File: src/rtl/qam4_frame_scheduler.sv
// QAM4 frame scheduler: gathers 16 dibits per frame into ping-pong banks, Gray-maps them
// onto the constellation ROM points and streams the symbols out over valid/ready.
module qam4_frame_scheduler #(
   parameter int unsigned WORD_SIZE = 16,
   parameter int unsigned FRAME_LEN = 16
) (
   input  logic                 i_clk,
   input  logic                 i_rst_n,
   input  logic [WORD_SIZE-1:0] i_point1_re,
   input  logic [WORD_SIZE-1:0] i_point1_im,
   input  logic [WORD_SIZE-1:0] i_point2_re,
   input  logic [WORD_SIZE-1:0] i_point2_im,
   input  logic [WORD_SIZE-1:0] i_point3_re,
   input  logic [WORD_SIZE-1:0] i_point3_im,
   input  logic [WORD_SIZE-1:0] i_point4_re,
   input  logic [WORD_SIZE-1:0] i_point4_im,
   input  logic                 i_bits_valid,
   input  logic [1:0]           i_bits,
   output logic                 o_bits_ready,
   output logic                 o_sym_valid,
   output logic [WORD_SIZE-1:0] o_sym_re,
   output logic [WORD_SIZE-1:0] o_sym_im,
   output logic [3:0]           o_sym_idx,
   output logic                 o_sym_last,
   input  logic                 i_sym_ready,
   output logic [7:0]           o_frame_cnt,
   output logic                 o_busy
);

   localparam int unsigned IDX_W    = 4;
   localparam int unsigned CNT_W    = 8;
   localparam logic [IDX_W-1:0] LAST_IDX = IDX_W'(FRAME_LEN - 1);
   localparam logic [1:0] WARM_DONE = 2'd2;

   typedef enum logic [1:0] {WARM, IDLE, SEND} state_t;

   state_t                           state_q, state_d;
   logic [1:0]                       warm_cnt_q, warm_cnt_d;
   logic [1:0][FRAME_LEN-1:0][1:0]   bank_q, bank_d;
   logic [1:0]                       full_q, full_d;
   logic                             wr_bank_q, wr_bank_d;
   logic [IDX_W-1:0]                 wr_idx_q, wr_idx_d;
   logic                             rd_bank_q, rd_bank_d;
   logic [IDX_W-1:0]                 rd_idx_q, rd_idx_d;
   logic                             sym_valid_q, sym_valid_d;
   logic [WORD_SIZE-1:0]             sym_re_q, sym_re_d;
   logic [WORD_SIZE-1:0]             sym_im_q, sym_im_d;
   logic [IDX_W-1:0]                 sym_idx_q, sym_idx_d;
   logic                             sym_last_q, sym_last_d;
   logic [CNT_W-1:0]                 frame_cnt_q, frame_cnt_d;
   logic                             busy_q, busy_d;

   logic                             bits_ready_c;
   logic                             accept_c;
   logic                             load_c;
   logic [1:0]                       rd_dibit_c;

   always_ff @(posedge i_clk or negedge i_rst_n) begin
      if (!i_rst_n) begin
         state_q     <= WARM;
         warm_cnt_q  <= '0;
         bank_q      <= '0;
         full_q      <= '0;
         wr_bank_q   <= 1'b0;
         wr_idx_q    <= '0;
         rd_bank_q   <= 1'b0;
         rd_idx_q    <= '0;
         sym_valid_q <= 1'b0;
         sym_re_q    <= '0;
         sym_im_q    <= '0;
         sym_idx_q   <= '0;
         sym_last_q  <= 1'b0;
         frame_cnt_q <= '0;
         busy_q      <= 1'b0;
      end else begin
         state_q     <= state_d;
         warm_cnt_q  <= warm_cnt_d;
         bank_q      <= bank_d;
         full_q      <= full_d;
         wr_bank_q   <= wr_bank_d;
         wr_idx_q    <= wr_idx_d;
         rd_bank_q   <= rd_bank_d;
         rd_idx_q    <= rd_idx_d;
         sym_valid_q <= sym_valid_d;
         sym_re_q    <= sym_re_d;
         sym_im_q    <= sym_im_d;
         sym_idx_q   <= sym_idx_d;
         sym_last_q  <= sym_last_d;
         frame_cnt_q <= frame_cnt_d;
         busy_q      <= busy_d;
      end
   end

   always_comb begin
      state_d     = state_q;
      warm_cnt_d  = warm_cnt_q;
      bank_d      = bank_q;
      full_d      = full_q;
      wr_bank_d   = wr_bank_q;
      wr_idx_d    = wr_idx_q;
      rd_bank_d   = rd_bank_q;
      rd_idx_d    = rd_idx_q;
      sym_re_d    = sym_re_q;
      sym_im_d    = sym_im_q;
      sym_idx_d   = sym_idx_q;
      sym_last_d  = sym_last_q;
      frame_cnt_d = frame_cnt_q;
      rd_dibit_c  = bank_q[rd_bank_q][rd_idx_q];

      bits_ready_c = (state_q != WARM) && !full_q[wr_bank_q];
      accept_c     = i_bits_valid && bits_ready_c;
      load_c       = full_q[rd_bank_q] && (!sym_valid_q || i_sym_ready);

      // Warm-up hides the ROM's zero output right after reset
      case (state_q)
         WARM: begin
            if (warm_cnt_q == WARM_DONE) state_d = IDLE;
            else                         warm_cnt_d = warm_cnt_q + 2'd1;
         end
         default: state_d = load_c ? SEND : IDLE;
      endcase

      if (accept_c) begin
         bank_d[wr_bank_q][wr_idx_q] = i_bits;
         if (wr_idx_q == LAST_IDX) begin
            full_d[wr_bank_q] = 1'b1;
            wr_bank_d         = ~wr_bank_q;
            wr_idx_d          = '0;
         end else begin
            wr_idx_d = wr_idx_q + IDX_W'(1);
         end
      end

      if (load_c) begin
         case (rd_dibit_c)
            2'b00:   begin sym_re_d = i_point1_re; sym_im_d = i_point1_im; end
            2'b01:   begin sym_re_d = i_point2_re; sym_im_d = i_point2_im; end
            2'b11:   begin sym_re_d = i_point3_re; sym_im_d = i_point3_im; end
            default: begin sym_re_d = i_point4_re; sym_im_d = i_point4_im; end
         endcase
         sym_idx_d  = rd_idx_q;
         sym_last_d = (rd_idx_q == LAST_IDX);
         if (rd_idx_q == LAST_IDX) begin
            full_d[rd_bank_q] = 1'b0;
            rd_bank_d         = ~rd_bank_q;
            rd_idx_d          = '0;
         end else begin
            rd_idx_d = rd_idx_q + IDX_W'(1);
         end
      end

      sym_valid_d = load_c || (sym_valid_q && !i_sym_ready);

      if (sym_valid_q && i_sym_ready && sym_last_q) frame_cnt_d = frame_cnt_q + CNT_W'(1);

      busy_d = (|full_d) || sym_valid_d;
   end

   assign o_bits_ready = bits_ready_c;
   assign o_sym_valid  = sym_valid_q;
   assign o_sym_re     = sym_re_q;
   assign o_sym_im     = sym_im_q;
   assign o_sym_idx    = sym_idx_q;
   assign o_sym_last   = sym_last_q;
   assign o_frame_cnt  = frame_cnt_q;
   assign o_busy       = busy_q;

endmodule

File: config.mk
export PLATFORM = sky130hd
export DESIGN_NAME = qam4_frame_scheduler
export DESIGN_NICKNAME = d
export VERILOG_FILES = /design/src/rtl/qam4_frame_scheduler.sv
export SDC_FILE = /design/constraint.sdc
export NUM_CORES = 1
export LEC_CHECK = 0
export ABC_AREA = 1
export CORE_MARGIN = 3
export CORE_UTILIZATION = 51
export CTS_CLUSTER_SIZE = 10
export DETAILED_ROUTE_END_ITERATION = 7
export PLACE_DENSITY = 0.87
export SKIP_LAST_GASP = 1
export SLEW_MARGIN = 30
export SYNTH_ARGS = -nofsm -noshare
export SYNTH_HDL_FRONTEND = slang
export SYNTH_SLANG_ARGS = --single-unit
File: constraint.sdc
create_clock -name i_clk -period 2.73 [get_ports i_clk]
set_clock_uncertainty 0.05 [all_clocks]
set_input_delay 0.6825 -clock i_clk [delete_from_list [all_inputs] [get_ports i_clk]]
set_output_delay 0.6825 -clock i_clk [all_outputs]
set_load 0.02 [all_outputs]
Yosys cells after proc, flatten, opt, wreduce, memory -nomap -nowiden
Index checks and enable logic that the tools add are counted.
Word-level totals
  flip-flop bits (word level): 127
  latch bits: 0
  bits in writable memories: 0
  bits in read-only memories: 0
  output and inout bits: 48
  word-level logic and storage cells: 119
  memories: 0
Cells by class
  $add $sub $neg: 4
  multiply operators: 0
  div/mod/pow operators: 0
  magnitude comparators: 7
  equal/unequal tests: 6
  shift operators: 0
  mux-type cells: 28
  bitwise operators: 6
  reduce and logical (&&, ||, !) cells: 22
Operators by type and width (count)
  $mux W32: 3
  $pmux W16 S3: 2
  $bwmux W64: 1
  $demux W32 S1: 1
  $mux W2: 9
  $lt A4 B5 Y1 const B: 2
  $logic_and A1 B1 Y1: 9
  $add A4 B1 Y4 const B: 2
  $add A8 B1 Y8 const B: 1
  $bmux W2 S4: 1
  $demux W2 S4: 1
  $eq A4 B4 Y1 const B: 2
  $mux W4: 2
  $mux W1: 6
  $reduce_and A2 Y1: 3
  $eq A2 B2 Y1 const B: 2
  $ge A4 B1 Y1 const B: 1
  $logic_not A2 Y1: 2
  $lt A1 B2 Y1 const B: 2
  $logic_not A1 Y1: 3
  $logic_or A1 B1 Y1: 3
  $not A1 Y1: 3
  $add A2 B1 Y2 const B: 1
  $and A2 B2 Y2: 1
  8 further kinds: 10

Longest topological paths before layout
Gate-level depths: netlist (run 1).
  depth in word-level cells: 12
  mapped depth: 18
  mapped depth without buffers: 15

Worst setup path before layout (run 1)
Ideal clock, no wire load.
  kind: flip-flop to flip-flop
  start: reg wr_bank_q
  end: reg bank_q[10] in the netlist's numbering
  arrival time: 1.708 ns
  setup slack: 0.838 ns
  stages on the path, launching flop included: 9
  cell sequence: dfrtp_1 > nor2_1 > a211oi_2 > nand2_1 > nor2_2 > buf_2 > nand2_1 > nand2_1 > o21ai_0
On the way
  word-level cells in the longest chain between the ends: 5
  elaborated cells between the ends (all ways): 11
  those cells by class: order compare (2); mux (5); reduce/logical (4)
Ends and longest elaborated chain
  from (decl): RTL line 41  | logic wr_bank_q, wr_bank_d;
  from (signal assigned): RTL line 80  | wr_bank_q <= wr_bank_d;
  $mux W1 (not written as such) (2 in a row): RTL line 110  | bits_ready_c = (state_q != WARM) && !full_q[wr_bank_q];
  $logic_not A1 Y1: RTL line 110
  $logic_and A1 B1 Y1: RTL line 110
  net o_bits_ready: RTL line 19  | output logic o_bits_ready,
  $logic_and A1 B1 Y1: RTL line 111  | accept_c = i_bits_valid && bits_ready_c;
  to (signal assigned): RTL line 78  | bank_q <= bank_d;
  to (decl): RTL line 39  | logic [1:0][FRAME_LEN-1:0][1:0] bank_q, bank_d;
The timed path passes the listed nets, and every way through them passes these cells. The select of a mux whose other input is x is not followed.
A chain may end at the register's enable or synchronous reset.

Final worst setup path (run 1)
  start: reg wr_bank_q
  end: out o_bits_ready
On the way
  word-level cells in the longest chain between the ends: 4
Ends and longest elaborated chain (RTL line)
  $mux W1 (not written as such) (2 in a row): 110
  $logic_not A1 Y1: 110
  $logic_and A1 B1 Y1: 110
  to (decl): 19
No other way between the ends. The select of a mux whose other input is x is not followed.

==> results.sh, run 1 <==
export IMPL_status="completed"
export IMPL_hp_class="input pin to async pin"
export IMPL_rsz0062_at_grt="no"
export IMPL_start_util_pct=53.2
export IMPL_r2r_cells=13
export IMPL_synth_top_area_share_pct=46.4
export IMPL_drt_wirelength_per_cell_um=16.6
export IMPL_layoutNonFillerInstCount=1288
export IMPL_clock_fmax_ghz=0.393
export IMPL_drv_cap=0
export IMPL_cp_required_ns=2.00
export IMPL_yosysWarnings=0
export IMPL_p_per_area_nw_per_um2=1220
export IMPL_seqPwrFrac_pct=26.1
export IMPL_hold_viol=0
export IMPL_critPathMaxFanout=6
export IMPL_setup_tns_final_ns=0
export IMPL_synth_area_top_cells="dfrtp_1 46%, nand2_1 19%, nand3_1 9.3%"
export IMPL_crit_path_cell_trace="nor2_1, a211oi_2, clkdlybuf4s50_1"
export IMPL_worstPathArrival_ns=1.81
export IMPL_final_core_util_pct=72.7
export IMPL_antenna_cells=0
export IMPL_drt_iter0_drc=680
export IMPL_synthesis_area_um2=6850
export IMPL_core_um2=12900
export IMPL_startpoint="wr_bank_q"
export IMPL_reg2reg_slack_ns=0.21
export IMPL_cts_resized=0
export IMPL_r2r_start="rd_bank_q"
export IMPL_fin_area_um2=9370
export IMPL_io_buffer_count=181
export IMPL_comb_power_share_pct=54.0
export IMPL_maxSlewViolCount=0
export IMPL_worst_pin_slew_ns=0.539
export IMPL_tritoncts="done"
export IMPL_vdd_ir_drop_max_mv=0.775
export IMPL_cts_buffers=17
export IMPL_antenna_found_initial=0
export IMPL_min_period_over_period_pct=93.1
export IMPL_grt_pass1_wl_um=33700
export IMPL_io_pins=182
export IMPL_pre_cts_ws_ns=0.306
export IMPL_worst_slack_ns=0.188
export IMPL_nets=1244
export IMPL_dp_cells=1256
export IMPL_ys_seq_area_share_pct=46.4
export IMPL_p_int_mw=6.15
export IMPL_synth_avg_cell_area_um2=7.35
export IMPL_whs_ns=0.201
export IMPL_worst_setup_path_type="flip-flop to primary output"
export IMPL_die_w_um=122
export IMPL_cts_setup_buffers=0
export IMPL_clock_latency_ns=0.42
export IMPL_cts_path_max_buffers=2
export IMPL_die_y_um=122
export IMPL_syn_inst=932
export IMPL_wl_um=21400
export IMPL_num_vias=6940
export IMPL_drc=0
export IMPL_start_kind="flip-flop"
export IMPL_place_hpwl_um=15100
export IMPL_cp_slowest_cell="clkdlybuf4s50_1"
export IMPL_grt_start_max_net_pins=47
export IMPL_synth_top_area_cell="dfrtp_1"
export IMPL_crit_path_max_incr_delay_ns=0.66
export IMPL_power_switching_mw=5.30
export IMPL_drive_gt1_share_pct=5.73
export IMPL_overflow=0
export IMPL_gp_congestion=0.878
export IMPL_first_pass_iters=6
export IMPL_endpoint_kind="primary output"
export IMPL_clkPwrFrac_pct=19.9
export IMPL_path_clk_slew_ns=0.06
export IMPL_leakage_nw=4.47
export IMPL_r2r_end="o_sym_im[0]"
export IMPL_area_growth_synth_to_final_pct=36.7
export IMPL_slew_headroom_pct=64.0
export IMPL_power_mw=11.4
export IMPL_switching_share_pct=46.3
export IMPL_die_area_um2=14900
export IMPL_ant_nets=0
export IMPL_finalSetupViolCount=0
export IMPL_syn_nets=1073
export IMPL_vias_per_cell=5.39
export IMPL_rows=41
export IMPL_grt_pass1_vias=6807
export IMPL_cts_max_level=4
export IMPL_crit_end="o_bits_ready"
export IMPL_synth_distinct_cells=28
export IMPL_hold_buffers=0
export IMPL_ctsRootBufferMaster="clkbuf_16"
export IMPL_fillCellCount=941
export IMPL_grt_total_usage_pct=28.8
export IMPL_ys_seq_elements=127
export IMPL_period_needed_ns=2.54
export IMPL_place_area_um2=8770
export IMPL_cts_sinks=127
==> power by group through the flow <==
stage | clock (mW) | sequential [mW] | combinational [mW]
2_1_floorplan | 0 | 3.24 | 3.95
3_3_place_gp | 0 | 2.97 | 5.91
3_5_place_dp | 0 | 2.99 | 6.07
4_1_cts | 2.31 | 2.98 | 6.13
5_1_grt | 2.39 | 3.06 | 6.87
6_report | 2.28 | 2.99 | 6.18
==> critical path: cells and delay by family (launching register included) <==
| family | cells | cell delay (ns) |
|---|---|---|
| buffers and inverters | 1 | 0.66 |
| AND/OR/NAND/NOR | 1 | 0.09 |
| flip-flops | 1 | 0.46 |
| AO/OA/AOI/OAI | 1 | 0.19 |
==> worst min path at each step <==
stage	from	end	slack [ns]	depth (start not counted)
after floorplan	i_rst_n	bank_q[0]	0.34	0
after global placement	o_sym_im[14]	o_sym_im[14]	0.41	2
after detailed placement	o_sym_re[1]	o_sym_re[1]	0.41	2
after CTS	i_rst_n	bank_q[39]	0.21	1
after global routing	i_rst_n	bank_q[39]	0.24	1
final	i_rst_n	bank_q[39]	0.20	1
==> sequential cells by signal (all words and copies together) (netlist names) <==
register	count
o_sym_last	1
o_sym_valid	1
bank_q	64
o_sym_im	16
rd_bank_q	1
rd_idx_q	4
o_sym_idx	4
o_busy	1
o_sym_re	16
full_q	2
warm_cnt_q	2
wr_bank_q	1
wr_idx_q	4
o_frame_cnt	8
state_q	2
==> synth_stat cells, drive strengths merged <==
master	number
mux2	1
nand4	2
nor3	1
nand3	128
buf	31
a211oi	1
clkbuf	14
ha	7
nor2	38
a21oi	4
nand3b	1
xnor2	3
o21ai	130
nor4	1
dfrtp	127
nand2	353
xor2	8
inv	82
==> cell type report <==
class	instances	area, µm²	share of cell area (%)
sequential	127	3180	33.9
multi-input combinational	678	3080	32.9
timing repair buffer	197	1980	21.1
clock buffer	18	429	4.58
inverter	82	318	3.39
tap	172	215	2.30
clock inverter	14	169	1.80
==> metal layers <==
layer | up-vias | share of wire [%] | global-route usage (%)
met5 | - | 0 | 0
met4 | 0 | 5.0 | 14.1
met3 | 85 | 8.7 | 8.82
met2 | 325 | 47 | 45.9
met1 | 3207 | 39 | 35.6
li1 | 3323 | - | -
==> cells by family after synthesis <==
family	count (synthesis)	synth area share [%]
simple gates	524	32.1
compound gates	135	9.97
buf+inv	127	8.71
flops	127	46.4
xor+xnor	11	1.41
fa+ha+maj	7	1.28
mux	1	0.164
==> cell usage in the layout, fill, tap and decap left out, drive strengths merged <==
cell type / instances
clkdlybuf4s50: 180
clkinvlp: 5
dfrtp: 127
nand3: 128
nor4: 1
mux2: 1
nand2: 353
a21oi: 4
clkinv: 6
bufinv: 3
nand3b: 1
inv: 82
nand4: 2
clkbuf: 18
ha: 7
buf: 17
xor2: 8
xnor2: 3
nor2: 38
nor3: 1
o21ai: 130
a211oi: 1
(Power assumes the default switching activity.)
==> run 2, diff against run 1 <==
--- a/config.mk
+++ b/config.mk
@@ -10,6 +10,7 @@
 export CORE_UTILIZATION = 51
 export CTS_CLUSTER_SIZE = 10
 export DETAILED_ROUTE_END_ITERATION = 7
+export GPL_ROUTABILITY_DRIVEN = 0
 export PLACE_DENSITY = 0.87
 export SKIP_LAST_GASP = 1
 export SLEW_MARGIN = 30
==> results of run 2 <==
No change in the layout: final DEF, timing and power equal those of run 1.
